### config.mk
export PLATFORM = sky130hd
export DESIGN_NAME = dtc_vote_collector
export DESIGN_NICKNAME = d
export VERILOG_FILES = /design/src/rtl/dtc_vote_collector.sv
export SDC_FILE = /design/constraint.sdc
export NUM_CORES = 1
export LEC_CHECK = 0
export ABC_AREA = 0
export CORE_MARGIN = 8
export CORE_UTILIZATION = 45
export CTS_BUF_LIST = sky130_fd_sc_hd__clkbuf_8
export CTS_CLUSTER_DIAMETER = 150
export CTS_CLUSTER_SIZE = 40
export DETAILED_ROUTE_END_ITERATION = 8
export PLACE_DENSITY = 0.66
export REMOVE_ABC_BUFFERS = 1
export SYNTH_ARGS = -nofsm -noshare
export SYNTH_HDL_FRONTEND = slang
export SYNTH_SLANG_ARGS = --single-unit
### constraint.sdc
create_clock -name clk -period 2.5 [get_ports clk]
set_input_delay 0.375 -clock clk [delete_from_list [all_inputs] [get_ports clk]]
set_output_delay 0.375 -clock clk [all_outputs]
set_load 0.01 [all_outputs]
### src/rtl/dtc_vote_collector.sv
// Windowed per-bit majority vote over classifier codes with valid/ready on both sides.
// Optional early emit via the flush port when DTC_VOTE_FLUSH_EN is defined.
module dtc_vote_collector #(
   parameter int WIDTH  = 7,
   parameter int WINDOW = 5
) (
   input  logic             clk,
   input  logic             rst_n,
   input  logic [WIDTH-1:0] inp,
   input  logic             inp_valid,
   output logic             inp_ready,
   output logic [WIDTH-1:0] outp,
   output logic             outp_valid,
   input  logic             outp_ready
`ifdef DTC_VOTE_FLUSH_EN
   ,
   input  logic             flush
`endif
);

   localparam int CW = $clog2(WINDOW + 1);

   typedef enum logic {
      ACCUM = 1'b0,
      EMIT  = 1'b1
   } state_t;

   state_t           state, state_next;
   logic [CW-1:0]    n, n_next, n_inc;
   logic [CW-1:0]    cnt      [WIDTH];
   logic [CW-1:0]    cnt_next [WIDTH];
   logic [CW-1:0]    cnt_inc  [WIDTH];
   logic [WIDTH-1:0] vote;
   logic [WIDTH-1:0] outp_next;
   logic             outp_valid_next;
   logic             accept;
   logic             full;
   logic             flush_req;

   assign inp_ready = (state == ACCUM);

   always_comb begin
      accept = inp_valid && (state == ACCUM);
      n_inc  = n + CW'(accept);
      // Threshold is n_inc: equals WINDOW on a full window, the partial count on flush.
      for (int unsigned i = 0; i < WIDTH; i++) begin
         cnt_inc[i] = cnt[i] + CW'(accept && inp[i]);
         vote[i]    = ({cnt_inc[i], 1'b0} > {1'b0, n_inc});
      end
      full = accept && (n_inc == CW'(WINDOW));
`ifdef DTC_VOTE_FLUSH_EN
      flush_req = flush && (state == ACCUM) && (n_inc != '0);
`else
      flush_req = 1'b0;
`endif

      state_next      = state;
      n_next          = n;
      cnt_next        = cnt;
      outp_next       = outp;
      outp_valid_next = outp_valid;

      case (state)
         ACCUM: begin
            n_next   = n_inc;
            cnt_next = cnt_inc;
            if (full || flush_req) begin
               outp_next       = vote;
               outp_valid_next = 1'b1;
               state_next      = EMIT;
            end
         end
         EMIT: begin
            if (outp_ready) begin
               n_next          = '0;
               cnt_next        = '{default: '0};
               outp_valid_next = 1'b0;
               state_next      = ACCUM;
            end
         end
         default: state_next = ACCUM;
      endcase
   end

   always_ff @(posedge clk or negedge rst_n) begin
      if (!rst_n) begin
         state      <= ACCUM;
         n          <= '0;
         cnt        <= '{default: '0};
         outp       <= '0;
         outp_valid <= 1'b0;
      end else begin
         state      <= state_next;
         n          <= n_next;
         cnt        <= cnt_next;
         outp       <= outp_next;
         outp_valid <= outp_valid_next;
      end
   end

endmodule

==> impl_metrics.tcl <==
set metrics [dict create \
    ctsHoldBuffers 0 \
    slew_headroom_pct 24.3 \
    fin_cells 221 \
    area_growth_pct 18.8 \
    dp_cells 213 \
    critical_path_required_ps 2720 \
    ys_seq_area_share_pct 46.7 \
    firstDrtPassIters 4 \
    r2r.worst_path.cells 8 \
    tns_ps 0 \
    grt_overflow 0 \
    core-area_sq_mm 0.00372 \
    r2r-end "outp[2]" \
    ys_types 22 \
    worst-path-max-fanout 8 \
    place.gp.congestion 0.777 \
    preCtsSetupSlack_ps -13.6 \
    drc 0 \
    grt_pass1_vias 1204 \
    finalWirelength_microns 3500 \
    io_pins 20 \
    routed_via_density 5.42 \
    fillers 329 \
    syn_area_sq_mm 0.00177 \
    grtUsageMet1_pct 14.5 \
    rrSetupSlack_ps 480 \
    slew_viol_final 0 \
    grt_max_degree 34 \
    root_buffer "clkbuf_8" \
    cp-end-kind "register" \
    fp.dieW_microns 78.7 \
    power_mw 2.77 \
    clk-insertion-delay-late_ps 280 \
    cts.clk_slew.worst_paths_ps 70 \
    drtAntennaViolNets 0 \
    clkSinkCount 33 \
    fin_skew_ps 3.82 \
    hp-class "in -> async" \
    cp.arrival_ps 2440 \
    post-dp-hpwl_microns 2350 \
    fmax_mhz 450 \
    final_hold_viol_count 0 \
    cts_setup_buffers 0 \
    diodes 0 \
    grt_pass1_wl_microns 5850 \
    gr-usage-all-layers_pct 11.9 \
    drive_above_1_share_pct 16.2 \
    wl_per_cell_microns 15.8 \
    ys_seq_elements 33 \
    grtUsageMet3_pct 4.17 \
    htree_levels 2 \
    worstSetupEndpoint "outp[2]" \
    fin_util_pct 56.6 \
    drv_cap 0 \
    cts_tree "yes" \
    fin_crit_sh_pct 88.9 \
    row_count 22 \
    worst-setup-path-type "in -> reg" \
    top_usage_layer "met2" \
    critPathLaunchType "input port" \
    p_leak_nw 0.999 \
    setup_viol 0 \
    initial_core_util_pct 47.6 \
    numCtsBuffers 5 \
    die_h_microns 78.7 \
    status "completed" \
    regArea_sq_um 826 \
    r2r-start "state" \
    synth_area_per_cell_sq_um 12.0 \
    p_per_area_mw_per_mm2 1320 \
    ys.warnings.count 0 \
    nets 206 \
    tightest_slew_ps 1130 \
    rsz0062_at_grt "no" \
    dieArea_sq_mm 0.00619 \
    ir_worst_vdd_v 0.000730 \
    via_count 1197 \
    netlist_instances 148 \
    grt_util_met2_pct 19.1 \
    port-buffer-count 19 \
    cts_resized 0 \
    antenna_found_initial 0 \
    cts_buffer_depth 2 \
    drt_iter0_markers 73 \
    crit_start "inp_valid" \
    postLayoutSetupSlackWorst_ps 278 \
    multi_input_area_sq_um 887 \
    period_needed_ps 2220 \
]
area by class of cell:
cell class,instances,share of cell area (%)
clock buffer,5,3.27
clock inverter,3,0.655
inverter,3,0.536
multi-input combinational,104,42.2
sequential,33,39.3
tap,48,2.86
timing repair buffer,25,11.2
per-stage QoR:
| step | hold slack [ps] | instance area [sq um] |
|---|---|---|
| 4_1_cts | 510 | 2100 |
| 3_5_place_dp | 490 | 2020 |
| 5_1_grt | 523 | 2100 |
| 2_1_floorplan | 79.4 | 1720 |
| 3_3_place_gp | 481 | 2020 |
| 6_report | 493 | 2100 |
metal layers:
| metal | wire (microns) | share of wire [%] | vias up |
|---|---|---|---|
| met1 | 1650 | 47 | 592 |
| met3 | 182 | 5.2 | 5 |
| met5 | 0 | 0 | - |
| met2 | 1630 | 46 | 19 |
| met4 | 38 | 1.1 | 0 |
| li1 | - | - | 581 |
Yosys cell counts:
library cell	n	area, sq um
a22o_1	15	131
a22oi_1	1	7.51
and2_1	7	43.8
and2b_1	1	7.51
and2b_2	6	52.6
buf_1	1	3.75
buf_2	3	15.0
buf_4	1	7.51
buf_6	1	11.3
clkbuf_1	2	7.51
dfrtp_1	33	826
ha_1	23	288
inv_1	2	7.51
inv_2	1	3.75
mux2_4	7	105
nand2_1	16	60.1
nand4bb_1	1	11.3
nor2b_1	1	6.26
nor2b_2	1	8.76
o21ai_0	9	45.0
o22ai_1	8	50.1
xnor2_1	8	70.1
registers in the layout, indices dropped and copies added (netlist names):
name / cells
cnt: 21
n: 3
outp: 7
outp_valid: 1
state: 1
report_power, final:
| part | switching (mW) | total [mW] | internal (mW) |
|---|---|---|---|
| Clock | 0.195 | 0.383 | 0.189 |
| Sequential | 0.152 | 0.943 | 0.791 |
| Combinational | 0.647 | 1.44 | 0.798 |
| Total | 0.994 | 2.77 | 1.78 |
cell families after synthesis:
| family | Yosys count | synth area share, % |
|---|---|---|
| fa+ha+maj | 23 | 16.3 |
| xor+xnor | 8 | 3.96 |
| mux | 7 | 5.94 |
| compound gates | 33 | 13.2 |
| flops | 33 | 46.7 |
| simple gates | 33 | 10.8 |
| buf+inv | 11 | 3.18 |
critical path: stages:
cell,delay (ps)
clkdlybuf4s50_1,390
nor2b_2,150
ha_1,170
ha_1,280
inv_1,270
ha_1,290
and2b_1,150
o21ai_0,190
mux2_4,180
cell usage in the layout, fill, tap and decap left out, types with 2 or more instances in the layout:
cell type / synthesis / layout
and2b_2: 6 / 6
clkdlybuf4s50_1: 0 / 19
clkbuf_8: 0 / 5
o21ai_0: 9 / 9
ha_1: 23 / 23
dfrtp_1: 33 / 33
a22o_1: 15 / 15
o22ai_1: 8 / 8
nand2_1: 16 / 16
mux2_4: 7 / 7
xnor2_1: 8 / 8
inv_1: 2 / 3
and2_1: 7 / 7
clkinv_2: 0 / 2
buf_4: 1 / 6
worst min-delay path by stage:
stage | from | endpoint | depth (start not counted)
after global routing | cnt[6] | cnt[6] | 1
after floorplan | rst_n | cnt[0] | 0
after CTS | rst_n | cnt[7] | 2
final | rst_n | cnt[7] | 2
after global placement | n[1] | n[1] | 2
after detailed placement | cnt[7] | cnt[7] | 1
Power figures use the tool's default switching activity.
==> edit 1, RTL diff (config.mk and constraints unchanged) <==
Reset style: synchronous (`rst_n`), changed in one clocked block.
--- a/src/rtl/dtc_vote_collector.sv
+++ b/src/rtl/dtc_vote_collector.sv
@@ -83,5 +83,5 @@
    end
 
-   always_ff @(posedge clk or negedge rst_n) begin
+   always_ff @(posedge clk) begin
       if (!rst_n) begin
          state      <= ACCUM;
Formal check against the unedited RTL: differs if rst_n is asserted again (counterexample within 10 cycles, from zero or initial values and one cycle with rst_n low); with rst_n held inactive, the same outputs for 10 cycles.
==> edit 1 against the original RTL <==
- sequential cell count stayed put
- hold slack better by 0.014 ns
- count of clock-buffer cells in the layout unchanged
- final area grew 4.3%
- cell count rose by 29%
- global-route usage is 1.6 points higher
- routed wire length is 15% higher
- worst setup slack improved by 0.068 ns
- die area grew 3.9%
- area after synthesis grew 5.0%
- register-to-register slack improved by 0.13 ns
- highest routed layer unchanged
Power is not compared: it rests on default switching activity, and its combinational part moved more than twofold at a synthesized area within 25%.
==> edit 1: results (changes against the original RTL) <==
Seq/Total Area, Yosys 0.3558 (-0.1110); worst hold path class reg -> reg; Synth Flop Type dfxtp_1; routed wire length 4040 um (+15%); number of DRC markers in iteration 0 92 (+26%); Tot GR Track Use 0.1352 (+0.01624); synth top area cells dfxtp_1 36%, ha_1 15%, a2bb2oi_1 7.5%; synth cell count leaders 33 x dfxtp_1, 32 x nor2_1, 24 x nand2_1; met2 wire len 1780 um (+9.4%); first-pass GRT wire length 6713 um (+15%); R2R Path End outp[3]; dpl hpwl 2715 um (+16%); max incr delay on CP 0.46 ns (+0.07 ns); met2 Resource Use GR 0.2118 (+0.02042); Final Wtd Congestion 0.7249 (-6.7%); pre-CTS setup slack 0.02646 ns (+0.04008 ns); status complete, no violations; placed cell areas 0.002112 mm^2 (+4.6%); WHS 0.5063 ns (+0.01351 ns); reg2reg setup slack 0.61 ns (+0.13 ns); Mapped Cells 211 (+43%); post-synthesis cell type count 25 (+14%); Worst slew margin 0.7317 (+0.4886); share of cells above drive strength 1 0.1026 (-0.05929); CP arrival 2.35 ns (-0.09 ns); Non-Filler Instances 284 (+29%); worst clock skew 0.003273 ns (-0.0005422 ns); FF-to-FF Start state
==> edit 1: cell types whose count changed in the layout (fill, tap and decap cells not counted), sizes merged, moves of 15 or more <==
cell     unedited run  this run
nor2                0        32
a22o               15         0
a2bb2oi             0        16
dfrtp              33         0
dfxtp               0        33
a21oi               0        16
==> edit 1: worst max path at each step <==
stage          startpoint  endpoint  slack (ns)  depth (start not counted)
3_3_place_gp    inp_valid   outp[3]         0.1                          9
4_1_cts         inp_valid   outp[3]        0.32                          9
3_5_place_dp    inp_valid   outp[3]        0.03                          9
6_report        inp_valid   outp[3]        0.35                          9
2_1_floorplan       state   outp[0]       0.009                          6
5_1_grt         inp_valid   outp[3]        0.20                          9
==> edit 1: cell families after synthesis <==
logic type | Yosys count | share of synthesized area
simple gates | 67 | 0.1550
buf+inv | 24 | 0.05929
fa+ha+maj | 23 | 0.1550
flops | 33 | 0.3558
xor+xnor | 8 | 0.04178
compound gates | 56 | 0.2332
==> edit 1: power groups by stage <==
| stage | Combinational, mW | Sequential, mW | Clock (mW) |
|---|---|---|---|
| final | 0.189 | 0.558 | 0.373 |
| after detailed placement | 0.192 | 0.570 | 0 |
| after CTS | 0.192 | 0.558 | 0.393 |
| after floorplan | 0.121 | 0.569 | 0 |
| after global routing | 0.224 | 0.560 | 0.406 |
| after global placement | 0.188 | 0.569 | 0 |
==> edit 1: area by class of cell <==
cell class	instances	area [um^2]
clock buffer	5	68.82
clock inverter	3	11.26
fill	397	1808
inverter	10	37.54
multi-input combinational	154	1086
sequential	33	660.6
tap	50	62.56
timing repair buffer	29	265.3
==> edit 1: tightest hold or removal path: cells and delay by family (launching register included) <==
| kind | cells | cell delay, ns |
|---|---|---|
| compound gates | 2 | 0.13 |
| flops | 1 | 0.32 |
==> edit 2, RTL diff (config.mk and constraints unchanged) <==
Made on the original files. The option `DTC_VOTE_FLUSH_EN` is turned on by a define.
--- a/src/rtl/dtc_vote_collector.sv
+++ b/src/rtl/dtc_vote_collector.sv
@@ -1,4 +1,6 @@
 // Windowed per-bit majority vote over classifier codes with valid/ready on both sides.
 // Optional early emit via the flush port when DTC_VOTE_FLUSH_EN is defined.
+`define DTC_VOTE_FLUSH_EN
+
 module dtc_vote_collector #(
    parameter int WIDTH  = 7,
Ports: changed (added flush); port bits go from 20 to 21. No check against the original RTL was run, so the function may have changed too.
==> edit 2 against the original RTL <==
- final area up 5.0%
- via count up 11%
- worst setup slack worse by 0.12 ns
- global-route usage up 2.4 points
- area after synthesis up 1.4%
- cell count up 10%
- register-to-register slack worse by 0.10 ns
- routed wire length up 13%
- sequential cell count unchanged
- power down 1.7%
==> edit 2: results (changes against the original RTL) <==
reg2reg setup slack 0.38 ns (-0.10 ns); Setup crit end outp[5]; routed wire length 3963 um (+13%); Inst Count DP 235 (+10%); CP arrival 2.52 ns (+0.08 ns); status complete, no violations; dpl hpwl 2846 um (+21%); Mapped Cells 161 (+8.8%); Synth Flop Type dfrtp_1; Ys Warns 0 (unchanged); placed cell areas 0.002125 mm^2 (+5.2%); setup violators final 0 (unchanged); Max Fanout on Critical Path 5 (-3); delay-heaviest family, CP adder cells; synth top area cells dfrtp_1 46%, ha_1 16%, a22o_1 7.3%; Sw Share 0.3817 (+0.02319); Seq/Total Area, Yosys 0.4603 (-0.006510); LEAKAGE 1.111 nW (+11%); gr ovfl total 0 (unchanged); R2R depth 9 (+1); DR pass1 iterations 5 (+1); worst clock skew 0.003146 ns (-0.0006691 ns); share of cells above drive strength 1 0.1503 (-0.01159); initial antenna violation count 0 (unchanged); CTS resizes 0 (unchanged); vias in the first global route 1470 (+22%); pre-CTS setup slack -0.1338 ns (-0.1202 ns); synth cell count leaders 33 x dfrtp_1, 23 x ha_1, 21 x nand2_1; Port Buffers 20 (+1); first-pass GRT wire length 7003 um (+20%); post-synthesis cell type count 25 (+14%); Final Net Count 227 (+10%); FF-to-FF Start state; clock slew at reported path FFs 0.06 ns; Worst slew margin 0.6037 (+0.3606); Tot GR Track Use 0.1427 (+0.02376); number of DRC markers in iteration 0 70 (-4.1%); routed len/inst 16.31 um (+3.0%); fmax 426.9 MHz (-5.1%); CTS Buf Count 5 (unchanged); via count 1329 (+11%); max incr delay on CP 0.43 ns (+0.04 ns); maximum vdd ir drop 0.5681 mV (-22%); clock root buffer clkbuf_8; fill cell count 349 (+6.1%); Final Wtd Congestion 0.7789 (+0.21%); WHS 0.4832 ns (-0.009556 ns)
==> edit 2: logic make-up (layout without fill, tap and decap cells) <==
| logic type | after synthesis | after routing | share of synthesized area |
|---|---|---|---|
| AO/OA/AOI/OAI | 39 | 39 | 0.1681 |
| multiplexers | 7 | 7 | 0.04394 |
| XOR/XNOR | 8 | 8 | 0.04324 |
| AND/OR/NAND/NOR | 34 | 34 | 0.08578 |
| flip-flops | 33 | 33 | 0.4602 |
| adder cells (fa/ha/maj) | 23 | 23 | 0.1604 |
| buffers and inverters | 17 | 49 | 0.03835 |
==> edit 2: area by class of cell <==
type,count,area [um^2],area share
clock inverters,3,13.76,0.006236
repair buffers,32,302.8,0.1372
clock buffers,5,68.82,0.03118
flip-flops and latches,33,825.8,0.3741
multi-input cells,111,899.6,0.4076
inverters,9,33.78,0.01531
well taps,50,62.56,0.02834
==> edit 2: worst min-delay path by stage <==
stage          depth (start not counted)         end
2_1_floorplan                          0      cnt[0]
3_3_place_gp                           1  outp_valid
3_5_place_dp                           1  outp_valid
4_1_cts                                1  outp_valid
5_1_grt                                1  outp_valid
6_report                               2     outp[5]
==> edit 2: power by group through the flow <==
| stage | clock (mW) | combinational [mW] | sequential, mW |
|---|---|---|---|
| floorplan | 0 | 0.864 | 0.914 |
| global placement | 0 | 1.40 | 0.879 |
| detailed placement | 0 | 1.46 | 0.897 |
| CTS | 0.395 | 1.47 | 0.890 |
| global route | 0.410 | 1.63 | 0.914 |
| finish | 0.384 | 1.45 | 0.887 |
==> edit 2: per-layer routing <==
layer,vias to the layer above,share of wire,GRT usage
met5,-,0,0
met2,29,0.47,0.2325
met1,647,0.46,0.1662
li1,641,-,-
met4,0,0.029,0.06667
met3,12,0.043,0.04628
